[config.mk]
export PLATFORM = sky130hd
export DESIGN_NAME = hblur_filter
export DESIGN_NICKNAME = d
export VERILOG_FILES = /design/src/rtl/hblur_pkg.sv /design/src/rtl/hblur_out_fifo.sv /design/src/rtl/hblur_filter.sv
export SDC_FILE = /design/constraint.sdc
export NUM_CORES = 1
export LEC_CHECK = 0
export BUFFER_PORTS_ARGS = -buffer_cell sky130_fd_sc_hd__buf_2
export CAP_MARGIN = 20
export CORE_MARGIN = 8
export CORE_UTILIZATION = 51
export DETAILED_ROUTE_END_ITERATION = 8
export GPL_TIMING_DRIVEN = 0
export PLACE_DENSITY = 0.69
export SYNTH_ARGS = -nofsm -noshare
export SYNTH_HDL_FRONTEND = slang
export SYNTH_HIERARCHICAL = 1
export SYNTH_SLANG_ARGS = --single-unit
[constraint.sdc]
create_clock -name clk -period 5.18 [get_ports clk]
set_input_delay 0.518 -clock clk [delete_from_list [all_inputs] [get_ports clk]]
set_output_delay 0.518 -clock clk [all_outputs]
set_load 0.005 [all_outputs]
[src/rtl/hblur_pkg.sv]
// Shared types and constants for the horizontal [1,2,1]/4 smoothing stage.
// Latency: n/a (declarations only).
// Backpressure: n/a.
package hblur_pkg;

  typedef enum logic {
    KERNEL_BLUR = 1'b0,
    KERNEL_PASS = 1'b1
  } kernel_t;

  typedef enum logic {
    ROW_START = 1'b0,
    ROW_MID   = 1'b1
  } row_state_t;

  localparam int OUT_FIFO_DEPTH = 2;
  localparam int SUM_GUARD_BITS = 2;

  // a + 2b + c never exceeds 4*max, so two guard bits are enough
  function automatic int sum_width(input int bits);
    return bits + SUM_GUARD_BITS;
  endfunction

endpackage

[src/rtl/hblur_out_fifo.sv]
// Two-entry output FIFO with a dual-entry push port (push1 only alongside push0).
// Latency: a pushed entry is visible at o_head/o_count on the next clock edge.
// Backpressure: none internally; the writer must never push past depth.
module hblur_out_fifo
  import hblur_pkg::*;
#(
  parameter int BITS = 8
) (
  input  logic            i_clk,
  input  logic            i_rst_n,
  input  logic            i_push0,
  input  logic [BITS-1:0] i_dat0,
  input  logic            i_push1,
  input  logic [BITS-1:0] i_dat1,
  input  logic            i_pop,
  output logic [BITS-1:0] o_head,
  output logic [1:0]      o_count
);

  logic [BITS-1:0] r_mem [OUT_FIFO_DEPTH];
  logic            r_wr_ptr;
  logic            r_rd_ptr;
  logic [1:0]      r_count;
  logic [1:0]      w_n_push;

  assign w_n_push = {1'b0, i_push0} + {1'b0, i_push1};
  assign o_head   = r_mem[r_rd_ptr];
  assign o_count  = r_count;

  // Storage, pointers and occupancy; a double push fills both slots from the write pointer
  always_ff @(posedge i_clk or negedge i_rst_n) begin
    if (!i_rst_n) begin
      for (int i = 0; i < OUT_FIFO_DEPTH; i++) r_mem[i] <= '0;
      r_wr_ptr <= 1'b0;
      r_rd_ptr <= 1'b0;
      r_count  <= 2'd0;
    end else begin
      if (i_push0) r_mem[r_wr_ptr]  <= i_dat0;
      if (i_push1) r_mem[~r_wr_ptr] <= i_dat1;
      r_wr_ptr <= r_wr_ptr ^ w_n_push[0];
      if (i_pop) r_rd_ptr <= ~r_rd_ptr;
      r_count <= r_count + w_n_push - {1'b0, i_pop};
    end
  end

endmodule

[src/rtl/hblur_filter.sv]
// Horizontal [1,2,1]/4 row smoother with edge replication; kernel/enable latched per frame.
// Latency: col c out 1 cycle after col c+1 accepted; last col follows the second-last release.
// Backpressure: output_ready is registered-only (2-entry FIFO); HBLUR_ROUND_EN selects rounding.
module hblur_filter
  import hblur_pkg::*;
#(
  parameter int BITS         = 8,
  parameter int IMAGE_WIDTH  = 640,
  parameter int IMAGE_HEIGHT = 480,
  parameter int FAST_BPM     = 120
) (
  input  logic            clk,
  input  logic            reset,
  input  logic [BITS-1:0] pix_in,
  input  logic            valid_in,
  output logic            output_ready,
  input  logic            module_ready,
  input  logic            filter_enable,
  input  logic [7:0]      BPM_estimate,
  output logic [BITS-1:0] pix_out,
  output logic            valid_out
);

  localparam int CW    = (IMAGE_WIDTH  > 1) ? $clog2(IMAGE_WIDTH)  : 1;
  localparam int RW    = (IMAGE_HEIGHT > 1) ? $clog2(IMAGE_HEIGHT) : 1;
  localparam int SUM_W = sum_width(BITS);
  localparam logic [CW-1:0] LAST_COL   = CW'(IMAGE_WIDTH - 1);
  localparam logic [RW-1:0] LAST_ROW   = RW'(IMAGE_HEIGHT - 1);
  localparam logic [7:0]    FAST_BPM_L = 8'(FAST_BPM);

  row_state_t      r_state, w_next_state;
  kernel_t         r_kernel;
  logic [CW-1:0]   r_col;
  logic [RW-1:0]   r_row;
  logic [BITS-1:0] r_prev, r_cur;

  logic            w_accept, w_pop, w_last_col;
  logic            w_push0, w_push1;
  logic [BITS-1:0] w_dat0, w_dat1;
  logic [1:0]      w_count;

  // One kernel tap: b in pass-through, otherwise (a + 2b + c) / 4
  function automatic logic [BITS-1:0] f_tap(input logic [BITS-1:0] a,
                                            input logic [BITS-1:0] b,
                                            input logic [BITS-1:0] c,
                                            input kernel_t k);
    logic [SUM_W-1:0] s;
    s = SUM_W'(a) + (SUM_W'(b) << 1) + SUM_W'(c);
`ifdef HBLUR_ROUND_EN
    s = s + SUM_W'(2);
`else
    s = s + SUM_W'(0);
`endif
    if (k == KERNEL_PASS) return b;
    return BITS'(s >> 2);
  endfunction

  assign w_last_col   = (r_col == LAST_COL);
  assign w_accept     = valid_in && output_ready;
  assign valid_out    = (w_count != 2'd0);
  assign w_pop        = valid_out && module_ready;
  // Last column needs two free slots for its double push
  assign output_ready = (w_count == 2'd0) ||
                        ((w_count == 2'd1) && !((r_state == ROW_MID) && w_last_col));

  // Column/row position of the next pixel to be accepted
  always_ff @(posedge clk or negedge reset) begin
    if (!reset) begin
      r_col <= '0;
      r_row <= '0;
    end else if (w_accept) begin
      if (w_last_col) begin
        r_col <= '0;
        r_row <= (r_row == LAST_ROW) ? '0 : r_row + RW'(1);
      end else begin
        r_col <= r_col + CW'(1);
      end
    end
  end

  // Kernel selection sampled only on the first pixel of a frame
  always_ff @(posedge clk or negedge reset) begin
    if (!reset) begin
      r_kernel <= KERNEL_BLUR;
    end else if (w_accept && (r_col == '0) && (r_row == '0)) begin
      r_kernel <= (!filter_enable || (BPM_estimate >= FAST_BPM_L)) ? KERNEL_PASS : KERNEL_BLUR;
    end
  end

  // Row FSM state register
  always_ff @(posedge clk or negedge reset) begin
    if (!reset) r_state <= ROW_START;
    else        r_state <= w_next_state;
  end

  // Sliding window; the first pixel of a row fills both taps (left edge replicate)
  always_ff @(posedge clk or negedge reset) begin
    if (!reset) begin
      r_prev <= '0;
      r_cur  <= '0;
    end else if (w_accept) begin
      r_prev <= (r_state == ROW_START) ? pix_in : r_cur;
      r_cur  <= pix_in;
    end
  end

  // Next state and FIFO pushes; the last column also emits the right-edge replicate
  always_comb begin
    w_next_state = r_state;
    w_push0      = 1'b0;
    w_push1      = 1'b0;
    w_dat0       = f_tap(r_prev, r_cur, pix_in, r_kernel);
    w_dat1       = f_tap(r_cur, pix_in, pix_in, r_kernel);
    case (r_state)
      ROW_START: begin
        if (w_accept) w_next_state = ROW_MID;
      end
      ROW_MID: begin
        if (w_accept) begin
          w_push0 = 1'b1;
          if (w_last_col) begin
            w_push1      = 1'b1;
            w_next_state = ROW_START;
          end
        end
      end
      default: w_next_state = ROW_START;
    endcase
  end

  hblur_out_fifo #(.BITS(BITS)) u_out_fifo (
    .i_clk   (clk),
    .i_rst_n (reset),
    .i_push0 (w_push0),
    .i_dat0  (w_dat0),
    .i_push1 (w_push1),
    .i_dat1  (w_dat1),
    .i_pop   (w_pop),
    .o_head  (pix_out),
    .o_count (w_count)
  );

endmodule

==> results.cfg, run 1 <==
[final_layout]
antenna_cells = 0
finalNonFillerCells = 587
finish.net_count = 535
mostFrequentLayoutCells = mux2i_1 (57), dfrtp_1 (57), nand2_1 (56), o21ai_0 (31), buf_2 (30)
fillers = 748
syn_to_final_growth_pct = 10.97
drive_gt1_frac = 0.1556
design_area_sq_um = 4785

[timing]
rsz0062_at_grt = false
slew_headroom = 0.4004
min_period_ns = 3.017
setup_tns_ns = 0
worstMarginPinSlew_ns = 0.8993
slew_viol_final = 0
setup_viol_count_final = 0
min_period_over_period = 0.5825
hold_violations = 0
max_freq_mhz = 331.4
skew_ns = 0.01218

[placement]
port_buffers = 27
routabilityCongestion = 0.8753
dpl.hpwl_um = 7525
placed_cells = 571
place_area_sq_um = 4606

[synth]
async_flop_share = 1.000
syn_avg_cell_area_sq_um = 9.844
ys.flop_type = dfrtp_1
yosysWarnings = 6
synth_area_sq_um = 4312
synth_nets = 496
yosysSeqAreaShare = 0.3308
synth_seq_cells = 57
synth-edff-count = 0
synth_cell_types = 55
syn_inst = 438

[drt]
dr.pass1.iters = 5
wl_per_cell_um = 16.70
drt_iter0_drc = 103
post_drt_via_cell_ratio = 5.823
postRouteAntennaNets = 0
wirelength_um = 9802
drc = 0
vias = 3418

[clock_tree]
cts_tree = done
cts_hold_buf = 0
clk_latency_ns = 0.34
cts_buffer_depth = 2
numCtsBuffers = 9
htreeDepth = 3
cts-resized-gates = 0
clk_pin_slew_ns = 0.08
postCtsSetupRepairBufs = 0
cts_sinks = 57
cts-root-buf = clkbuf_8

[setup_path]
critPathCapture = u_out_fifo/o_count[1]
startpoint = r_col[0]
start_kind = register
cp_max_fo = 10
r2r_start = r_col[0]
rrSetupSlack_ns = 2.16
reg2reg_to = u_out_fifo/o_count[1]
worstSetupPathType = register to register
cp-end-kind = register
critPathArrivalTime_ns = 3.28
rr_worst_depth = 14
cp.required_ns = 5.44

[floorplanning]
die_w_um = 107.9
fp.dieArea_sq_um = 11650
coreArea_sq_um = 8217
start_util = 0.5247
ios = 31
fp.dieH_um = 107.9
fp-row-count = 33

[grt]
antenna_found_initial = 0
grt_pass1_vias = 3440
grt_max_degree = 37
gr-total-overflow = 0
grt_pass1_wl_um = 17000
track_usage = 0.1807

[power]
ir_worst_vdd_mv = 0.1942
leakagePower_nw = 2.174
powerDensity_nw_per_um2 = 596.2

[run_status]
status = finished clean

[hold_path]
hold_path_class = input port to asynchronous set/reset pin

[flow_run]
drv_cap = 0
-- power by group --
| group | total (mW) | leakage (nW) | switching (mW) | internal [mW] |
|---|---|---|---|---|
| clock | 0.383 | 0.0745 | 0.207 | 0.176 |
| sequential | 0.769 | 0.706 | 0.159 | 0.610 |
| combinational | 1.70 | 1.39 | 0.934 | 0.766 |
| total | 2.85 | 2.17 | 1.30 | 1.55 |
-- per-stage QoR --
| stage | total power, mW | util | hold slack, ns | setup WS [ns] |
|---|---|---|---|---|
| finish | 2.853 | 0.5823 | 0.2924 | 2.163 |
| global placement | 2.396 | 0.5572 | 0.4655 | 1.966 |
| global route | 3.114 | 0.5823 | 0.3531 | 1.957 |
| detailed placement | 2.464 | 0.5605 | 0.4825 | 1.944 |
| floorplan | 2.017 | - | 0.2224 | 2.386 |
| CTS | 2.864 | 0.5823 | 0.3089 | 2.145 |
-- flip-flops by register name, summed over array words and instances, names as in the netlist --
register	flops
u_out_fifo/r_rd_ptr	1
r_cur	8
r_kernel	1
u_out_fifo/r_wr_ptr	1
r_row	9
r_col	10
r_prev	8
r_state	1
u_out_fifo/r_mem	16
u_out_fifo/o_count	2
-- cell usage after synthesis, drive strengths merged (2+ instances only) --
library cell / number / area [sq um]
inv: 21 / 78.83
o21ai: 31 / 155.2
or4b: 2 / 20.02
a211oi: 2 / 15.01
mux2i: 57 / 570.6
xnor2: 7 / 61.31
nor3: 4 / 20.02
nor3b: 4 / 30.03
nand3: 18 / 102.6
o31ai: 9 / 67.56
and3: 4 / 25.02
or2: 2 / 12.52
o21a: 2 / 15.01
buf: 14 / 137.6
clkbuf: 7 / 26.28
nor4: 4 / 37.53
nand3b: 4 / 30.03
ha: 21 / 262.8
fa: 16 / 320.3
nand4: 8 / 50.05
dfrtp: 57 / 1426
o21bai: 2 / 15.01
nor2b: 6 / 37.54
a31oi: 3 / 18.77
a211o: 5 / 43.79
xor2: 8 / 70.07
nor2: 16 / 67.56
a21o: 3 / 23.77
nor4b: 6 / 52.55
a21oi: 15 / 75.07
mux2: 10 / 112.6
nand2: 56 / 210.2
and4: 4 / 37.54
and2: 2 / 15.02
-- cell type report --
| class | count | area, sq um | area share |
|---|---|---|---|
| multi-input combinational | 339 | 2643 | 0.5523 |
| sequential | 57 | 1426 | 0.2981 |
| buffer | 21 | 163.9 | 0.03426 |
| timing repair buffer | 28 | 162.7 | 0.03400 |
| tap | 105 | 131.4 | 0.02746 |
| clock buffer | 9 | 123.9 | 0.02589 |
| inverter | 21 | 78.83 | 0.01647 |
| clock inverter | 7 | 55.05 | 0.01151 |
-- cell families after synthesis --
kind of cell	synth area share
AND/OR/NAND/NOR	0.1788
AO/OA/AOI/OAI	0.1100
multiplexers	0.1584
flip-flops	0.3308
buffers and inverters	0.05630
adder cells (fa/ha/maj)	0.1352
XOR/XNOR	0.03047
-- metal layers --
layer	wire, um	up-vias	track usage
li1	-	1651	-
met1	4409	1701	0.2288
met2	4935	58	0.2969
met3	303	8	0.03986
met4	154	0	0.06442
met5	0	-	0
-- worst min path at each step --
stage | from | to | slack (ns) | depth (start not counted)
after floorplan | reset | r_col[0] | 0.22 | 0
after global placement | r_prev[1] | r_prev[1] | 0.47 | 2
after detailed placement | r_prev[0] | r_prev[0] | 0.48 | 2
after CTS | reset | u_out_fifo/r_mem[6] | 0.31 | 1
after global routing | reset | u_out_fifo/r_mem[13] | 0.35 | 1
final | reset | u_out_fifo/r_mem[5] | 0.29 | 1
-- worst max-delay path, cell delays in order (launching register included) --
cell and delay [ns]:
dfrtp_1 0.44, ha_1 0.23, and2_4 0.18, and4_4 0.18, buf_6 0.13, a21o_2 0.22, buf_2 0.19, nor3_1 0.26
ha_1 0.32, inv_1 0.07, ha_1 0.22, inv_1 0.06, ha_1 0.14, xor2_1 0.17, xnor2_1 0.13
No activity file was read; power rests on OpenSTA's default activity.
==> inputs of run 2 (changes only) <==
--- a/config.mk
+++ b/config.mk
@@ -11,7 +11,7 @@
 export CORE_UTILIZATION = 51
 export DETAILED_ROUTE_END_ITERATION = 8
 export GPL_TIMING_DRIVEN = 0
-export PLACE_DENSITY = 0.69
+export PLACE_DENSITY = 0.72
 export SYNTH_ARGS = -nofsm -noshare
 export SYNTH_HDL_FRONTEND = slang
 export SYNTH_HIERARCHICAL = 1
==> constraint.sdc (replaced) <==
create_clock -name clk -period 2.6 [get_ports clk]
set_input_delay 0.26 -clock clk [delete_from_list [all_inputs] [get_ports clk]]
set_output_delay 0.26 -clock clk [all_outputs]
set_load 0.005 [all_outputs]
==> run 2 against run 1 <==
Against the previous run:
- the flow now finishes with violations (negative setup slack)
- register-to-register slack got worse by 2.3 ns
- power up 130%
- core utilization is 4.7 points higher
- critical path depth down 4
- die area unchanged
- global-route usage up 0.37 points
- sequential power rose by 100%
- clock-buffer cell count increased by 2
- clock skew down 0.0044 ns
- largest cell class unchanged
==> results.cfg, run 2 (synthesis results as in run 1) <==
[run_status]
status = finished with violations
violations = negative setup slack

[flow_run]
drv_cap = 0

[placement]
routabilityCongestion = 0.8690
dpl.hpwl_um = 7283
port_buffers = 27
placed_cells = 571

[final_layout]
antenna_cells = 0
reg.largest.list = u_out_fifo/r_mem: 16 flops, r_col: 10 flops, r_row: 9 flops
largest_reg_flops = 16
fin_util = 0.6291
drive_gt1_frac = 0.2655
finish.net_count = 556
finalNonFillerCells = 606
syn_to_final_growth_pct = 19.88
final_common_cell = mux2i_1
mostFrequentLayoutCells = mux2i_1 (57), nand2_1 (56), dfrtp_1 (54), buf_2 (29), o21ai_0 (28)
max_flop_register = u_out_fifo/r_mem

[drt]
post_drt_via_cell_ratio = 5.756
drc = 0
drt_iter0_drc = 115
wl_per_cell_um = 16.78
wirelength_um = 10170
vias = 3488
dr.pass1.iters = 4
postRouteAntennaNets = 0

[clock_tree]
cts-root-buf = clkbuf_8
cts_buffer_depth = 2
clk_pin_slew_ns = 0.07
numCtsBuffers = 9
htreeDepth = 3
cts_tree = done
cts_sinks = 57
clk_latency_ns = 0.33

[setup_path]
cpMaxStageDelayCell = fa_1
r2r_start = r_cur[2]
worstSetupPathType = register to register
startpoint = r_cur[2]
slowest_delay_ns = 0.56
path_cells = buf_4, fa_1, ha_4, nor2b_4, o31ai_4, nand2_1, a211oi_2, o31ai_2, and3b_1, a211o_1
cp-end-kind = register
cp_max_fo = 5
critPathArrivalTime_ns = 2.97
cp.required_ns = 2.82
start_kind = register

[power]
power_frac_clock = 0.125
ir_worst_vdd_mv = 0.4502
p_comb_frac = 0.637
powerDensity_nw_per_um2 = 1249
switching_share = 0.4366
switchingPower_mw = 2.818
intPower_mw = 3.636
leakagePower_nw = 2.317
total_power_mw = 6.454
seq_power_share = 0.238

[timing]
slew_viol_final = 0
setup_tns_ns = -0.1968
rsz0062_at_grt = true
setup_viol_count_final = 2
max_freq_mhz = 364.4
skew_ns = 0.007731
hold_violations = 0
min_period_ns = 2.744
slew_headroom = 0.6130
finalWorstSetupSlack_ns = -0.1442
min_period_over_period = 1.055
worstMarginPinSlew_ns = 0.5805

[floorplanning]
die_w_um = 107.9
ios = 31
coreArea_sq_um = 8217
fp.dieArea_sq_um = 11650
fp-row-count = 33
fp.dieH_um = 107.9
start_util = 0.5247

[grt]
gr-total-overflow = 0
grt_pass1_wl_um = 17370
grt_max_degree = 42
track_usage = 0.1844
grt_pass1_vias = 3614
antenna_found_initial = 0

[hold_path]
min-delay-start = pix_in[0]
hold_path_class = input port to register
run 2: power groups by stage:
stage	clock network (mW)	registers (mW)	logic (mW)
2_1_floorplan	0	1.45	2.58
3_3_place_gp	0	1.54	3.20
3_5_place_dp	0	1.55	3.33
4_1_cts	0.830	1.53	3.77
5_1_grt	0.878	1.58	4.53
6_report	0.804	1.54	4.11
run 2: final cells by class:
type / instances / area (sq um)
clock inverter: 3 / 42.54
sequential: 57 / 1430
inverter: 21 / 78.83
fill: 646 / 3048
buffer: 17 / 141.4
tap: 105 / 131.4
multi-input combinational: 339 / 2854
clock buffer: 11 / 141.4
timing repair buffer: 53 / 349.1
run 2: per-stage QoR:
stage	hold slack [ns]	cell area, sq um	setup WS, ns
floorplan	-0.03559	4340	-0.002758
global placement	0.4684	4607	-0.3096
detailed placement	0.2284	4627	-0.3993
CTS	0.2005	5011	-0.05955
global route	0.2274	5169	-0.2092
finish	0.2250	5169	-0.1442
run 2: what timing repair did:
item                                    4_1_cts  5_1_grt
endpoints found under the hold margin        16        0
endpoints found under the setup margin       10       15
pin swaps                                    18        8
hold buffers                                  1        0
gates resized for setup                      25       22
setup buffers                                13       11
run 2: critical path, delay by kind of cell (launching register included):
kind                       cells  cell delay, ns
buffers and inverters          1            0.13
DFF                            1            0.40
adders and majority gates      2            0.80
and+or+nand+nor                3            0.45
AOI/OAI and AO/OA              4            0.85
run 2: routing by layer:
layer,GRT usage,share of wire,wire (um),vias to the layer above
li1,-,-,-,1693
met1,0.2260,0.44,4524,1700
met4,0.07532,0.017,173,0
met3,0.03986,0.041,412,14
met5,0,0,0,-
met2,0.3082,0.50,5059,81
run 2: final timing paths:
kind	to	slack, ns	cells after the start
setup / recovery	u_out_fifo/r_mem[13]	-0.14	10
hold / removal	r_cur[0]	0.22	3
setup reg to reg	u_out_fifo/r_mem[13]	-0.14	10
hold reg to reg	r_prev[1]	0.49	2
max in group asynchronous	r_cur[6]	1.62	3
min in group asynchronous	u_out_fifo/r_mem[10]	0.39	2
